--- src/rtl/add_share_rr.sv ---
// Round-robin scheduler sharing one LEN-bit adder among N requesters.
// A lock lets the current owner stream words through the adder with the carry chained internally.
module add_share_rr #(
    parameter int LEN = 16,
    parameter int N   = 4
) (
    input  logic             clk,
    input  logic             rst,
    input  logic [N-1:0]     req,
    input  logic [N-1:0]     lock,
    input  logic [N*LEN-1:0] A,
    input  logic [N*LEN-1:0] B,
    input  logic [N-1:0]     IC,
    output logic [N-1:0]     gnt,
    output logic [LEN-1:0]   Y,
    output logic             OC,
    output logic             OVF,
    output logic [N-1:0]     ack,
    output logic             busy
);

    localparam int IW = (N > 1) ? $clog2(N) : 1;

    typedef enum logic [0:0] {StIdle, StLock} mode_e;

    mode_e          mode_q, mode_d;
    logic [IW-1:0]  owner_q, owner_d;
    logic [IW-1:0]  ptr_q, ptr_d;
    logic           cr_q, cr_d;
    logic [LEN-1:0] y_q, y_d;
    logic           oc_q, oc_d;
    logic           ovf_q, ovf_d;
    logic [N-1:0]   ack_q, ack_d;
    logic           busy_q, busy_d;

    logic           lock_held, released;
    logic           win_vld;
    logic [IW-1:0]  win_idx, cand, ptr_nxt;
    logic [N-1:0]   win_oh;
    logic [LEN-1:0] a_w, b_w;
    logic           cin, ovf;
    logic [LEN:0]   sum;

    assign lock_held = (mode_q == StLock) && req[owner_q];
    assign released  = (mode_q == StLock) && !req[owner_q];

    // Descending scan so the candidate closest to ptr is assigned last and wins.
    always_comb begin
        win_vld = 1'b0;
        win_idx = '0;
        cand    = '0;
        if (lock_held) begin
            win_vld = 1'b1;
            win_idx = owner_q;
        end else begin
            for (int k = N - 1; k >= 0; k--) begin
                cand = IW'((int'(ptr_q) + k) % N);
                if (req[cand]) begin
                    win_vld = 1'b1;
                    win_idx = cand;
                end
            end
        end
    end

    always_comb begin
        for (int i = 0; i < N; i++) begin
            win_oh[i] = win_vld && (win_idx == IW'(i));
        end
    end

    assign a_w     = A[win_idx*LEN +: LEN];
    assign b_w     = B[win_idx*LEN +: LEN];
    assign cin     = lock_held ? cr_q : IC[win_idx];
    assign sum     = {1'b0, a_w} + {1'b0, b_w} + {{LEN{1'b0}}, cin};
    // Signed overflow: like-signed operands producing a result of the other sign.
    assign ovf     = (a_w[LEN-1] == b_w[LEN-1]) && (sum[LEN-1] != a_w[LEN-1]);
    assign ptr_nxt = (win_idx == IW'(N - 1)) ? '0 : win_idx + IW'(1);

    always_ff @(posedge clk) begin
        if (rst) begin
            mode_q  <= StIdle;
            owner_q <= '0;
            ptr_q   <= '0;
            cr_q    <= 1'b0;
            y_q     <= '0;
            oc_q    <= 1'b0;
            ovf_q   <= 1'b0;
            ack_q   <= '0;
            busy_q  <= 1'b0;
        end else begin
            mode_q  <= mode_d;
            owner_q <= owner_d;
            ptr_q   <= ptr_d;
            cr_q    <= cr_d;
            y_q     <= y_d;
            oc_q    <= oc_d;
            ovf_q   <= ovf_d;
            ack_q   <= ack_d;
            busy_q  <= busy_d;
        end
    end

    always_comb begin
        mode_d  = mode_q;
        owner_d = owner_q;
        ptr_d   = ptr_q;
        cr_d    = cr_q;
        y_d     = y_q;
        oc_d    = oc_q;
        ovf_d   = ovf_q;
        ack_d   = '0;
        busy_d  = busy_q;
        if (win_vld) begin
            y_d   = sum[LEN-1:0];
            oc_d  = sum[LEN];
            ovf_d = ovf;
            ack_d = win_oh;
            if (lock[win_idx]) begin
                mode_d  = StLock;
                owner_d = win_idx;
                cr_d    = sum[LEN];
                busy_d  = 1'b1;
            end else begin
                mode_d = StIdle;
                ptr_d  = ptr_nxt;
                cr_d   = 1'b0;
                busy_d = 1'b0;
            end
        end else if (released) begin
            mode_d = StIdle;
            cr_d   = 1'b0;
            busy_d = 1'b0;
        end
    end

    always_comb begin
        gnt = rst ? '0 : win_oh;
    end

    assign Y    = y_q;
    assign OC   = oc_q;
    assign OVF  = ovf_q;
    assign ack  = ack_q;
    assign busy = busy_q;

endmodule

--- config.mk ---
export PLATFORM = sky130hd
export DESIGN_NAME = add_share_rr
export DESIGN_NICKNAME = d
export VERILOG_FILES = /design/src/rtl/add_share_rr.sv
export SDC_FILE = /design/constraint.sdc
export NUM_CORES = 1
export LEC_CHECK = 0
export CAP_MARGIN = 40
export CELL_PAD_IN_SITES_DETAIL_PLACEMENT = 1
export CELL_PAD_IN_SITES_GLOBAL_PLACEMENT = 1
export CORE_MARGIN = 2
export CORE_UTILIZATION = 26
export CTS_CLUSTER_DIAMETER = 40
export DETAILED_ROUTE_END_ITERATION = 8
export GPL_TIMING_DRIVEN = 0
export PLACE_DENSITY = 0.94
export SLEW_MARGIN = 20
export SYNTH_ARGS = -nofsm -noshare
export SYNTH_HDL_FRONTEND = slang
export SYNTH_SLANG_ARGS = --single-unit
--- constraint.sdc ---
create_clock -name clk -period 5.6 [get_ports clk]
set_input_delay 1.68 -clock clk [delete_from_list [all_inputs] [get_ports clk]]
set_output_delay 1.68 -clock clk [all_outputs]
set_load 0.005 [all_outputs]
==> results.ini <==
[worst_setup_path]
ff2ff_setup_slack_ns=1.27
path_max_fanout=11
startpoint_type=input port
crit_type=in2out
worst-r2r-cell-count=17
cp.required_ns=3.92
arrival_ns=3.86
r2r-start=ptr_q[0]$_SDFFE_PP0P_
timing.rr.end=cr_q$_SDFFE_PP0P_
end_kind=primary output

[route]
routed_via_density=5.21
first_pass_iters=4
drc=0
drt-initial-drc-count=163
wl_per_cell_um=18.1
ant_nets=0
routed_wirelength_um=14000
vias=4022

[die]
io_pins=169
chipHeight_um=111
rows=39
core_um2=11300
die_area_um2=12300
die_w_um=111
initial_utilization_pct=26.3

[clock_tree]
clock_latency_ns=0.27
cts_buffers=3
cts-root-buf=clkbuf_16
cts_tree=yes
ctsHoldBuffers=0
clockBufferDepth=2
clkSlewWorstSetupHoldPaths_ns=0.07
htreeDepth=1
cts.sinks=28

[layout]
layout-drive-gt1-share_pct=6.68
nets=793
area_growth_syn_to_layout_pct=69.6
final_cells=772
final_area_um2=5050
nFillCells=1414
fin_util_pct=44.6
num_antenna_cells=0

[sta]
fmax_mhz=181
slew-limit-headroom_pct=63.7
fin_worst_skew_ns=0.00429
period_share_pct=98.9
worst_pin_slew_ns=0.529
drv_slew=0
hold_violations=0
rsz0062_at_grt=no
min_period_ns=5.54
setup_violations=0
final.setup.tns_ns=0

[hold_path]
min_path_cells=2
hold_class=reg2reg
holdPathEnd=Y[1]$_SDFFE_PP0P_
min_from=Y[1]$_SDFFE_PP0P_

[place]
dpl_cell_area_um2=4840
dpl.hpwl_um=11200
dpl.cell_count=760
io_buffers=168
gp_congestion=0.871

[yosys]
synthMostInstantiatedCell=nand2_1
ys_ff_latch=28
netlist_area_um2=2980
synth_area_leader_cell=nand2_1
syn_avg_cell_area_um2=6.63
syn_nets=612
yosys-top-cells-area=nand2_1, dfxtp_1, and3_1
ys_warn_count=0
yosysSeqAreaShare_pct=18.8
async_reset_ff_share_pct=0
synth_edf_count=0
netlist_instances=449
synth_top_area_share_pct=19.9
synthTopCellsByCount=nand2_1, and3_1, a31oi_1
ys_types=48
ys.flop_type=dfxtp_1

[global_route]
overflow=0
gr-usage-all-layers_pct=22.2
grt_max_degree=16
grt_pass1_vias=4420
antenna_found_initial=0
grt_pass1_wl_um=22300

[power_and_ir_drop]
p_per_area_nw_per_um2=577
p_leak_nw=2.19
peakVddDrop_mv=0.171
power_mw=2.91

[run]
drv_cap=0

[status]
status=finished clean

-- placed cells by master (no fill, tap or decap), types with 9 or more instances in the layout --
cell	count
a21oi_1	20
nand2_1	158
clkdlybuf4s50_1	161
and3_1	43
nor2_1	10
ha_1	19
a211oi_1	9
o21ai_0	9
clkbuf_1	14
dfxtp_1	28
a31oi_1	32
mux2i_1	9
-- flip-flops by register name (all words and copies together), names as in the netlist --
name,cells
OC,1
busy,1
ptr_q,2
Y,16
owner_q,2
OVF,1
cr_q,1
ack,4
-- where the power goes --
| group | total [mW] | switching (mW) | internal [mW] |
|---|---|---|---|
| sequential | 0.336 | 0.0528 | 0.283 |
| clock | 0.182 | 0.0720 | 0.110 |
| combinational | 2.40 | 1.31 | 1.09 |
| total | 2.91 | 1.43 | 1.48 |
-- final cells by class --
type                    count  area [µm²]  share of cell area [%]
clock buffers               4        88.8                    1.76
multi-input cells         386        2300                    45.5
plain buffers              29         174                    3.44
inverters                   6        27.5                   0.545
flip-flops and latches     28         561                    11.1
well taps                 143         179                    3.54
repair buffers            176        1720                    34.1
-- worst max-delay path by stage --
stage	startpoint	endpoint	slack, ns	cells past startpoint
floorplan	req[1]	cr_q$_SDFFE_PP0P_	0.43	16
detailed placement	req[0]	cr_q$_SDFFE_PP0P_	-1.05	17
CTS	req[1]	gnt[1]	0.007	9
finish	req[3]	gnt[1]	0.06	9
global placement	req[0]	gnt[3]	-0.84	9
global route	req[3]	gnt[1]	0.006	9
-- layer usage --
layer / track usage, % / wire length [µm] / part of all wire (%)
met1: 26.1 / 5730 / 41
met2: 41.2 / 7050 / 50
met3: 2.95 / 837 / 6.0
met4: 7.82 / 394 / 2.8
met5: 0 / 0 / 0
-- repair_timing --
| action | in CTS | in global routing |
|---|---|---|
| endpoints found under the setup margin | 18 | 6 |
| pin swaps | 2 | 0 |
| gates cloned | 0 | 0 |
| buffers inserted | 7 | 0 |
| gates resized for setup | 40 | 7 |
-- cell families after synthesis --
group | after synthesis | share of synthesized area, %
simple gates | 236 | 35.7
mux | 12 | 4.12
fa+ha+maj | 22 | 9.70
xor+xnor | 12 | 3.53
compound gates | 104 | 23.4
flops | 28 | 18.8
buf+inv | 35 | 4.70
-- worst max-delay path, cell delays in order --
cell and delay (ns):
dlygate4sd2_1 0.30, mux2i_2 0.24, o22ai_2 0.12, mux2_4 0.37, buf_6 0.17, clkbuf_8 0.17
ha_1 0.21, and3_1 0.15, clkdlybuf4s50_1 0.44
-- through the flow --
stage	setup WS, ns	hold WS, ns
6_report	0.0619	0.459
5_1_grt	0.00597	0.493
4_1_cts	0.00731	0.465
3_5_place_dp	-1.05	0.457
3_3_place_gp	-0.844	0.444
2_1_floorplan	0.429	0.448
(Power assumes the default switching activity.)
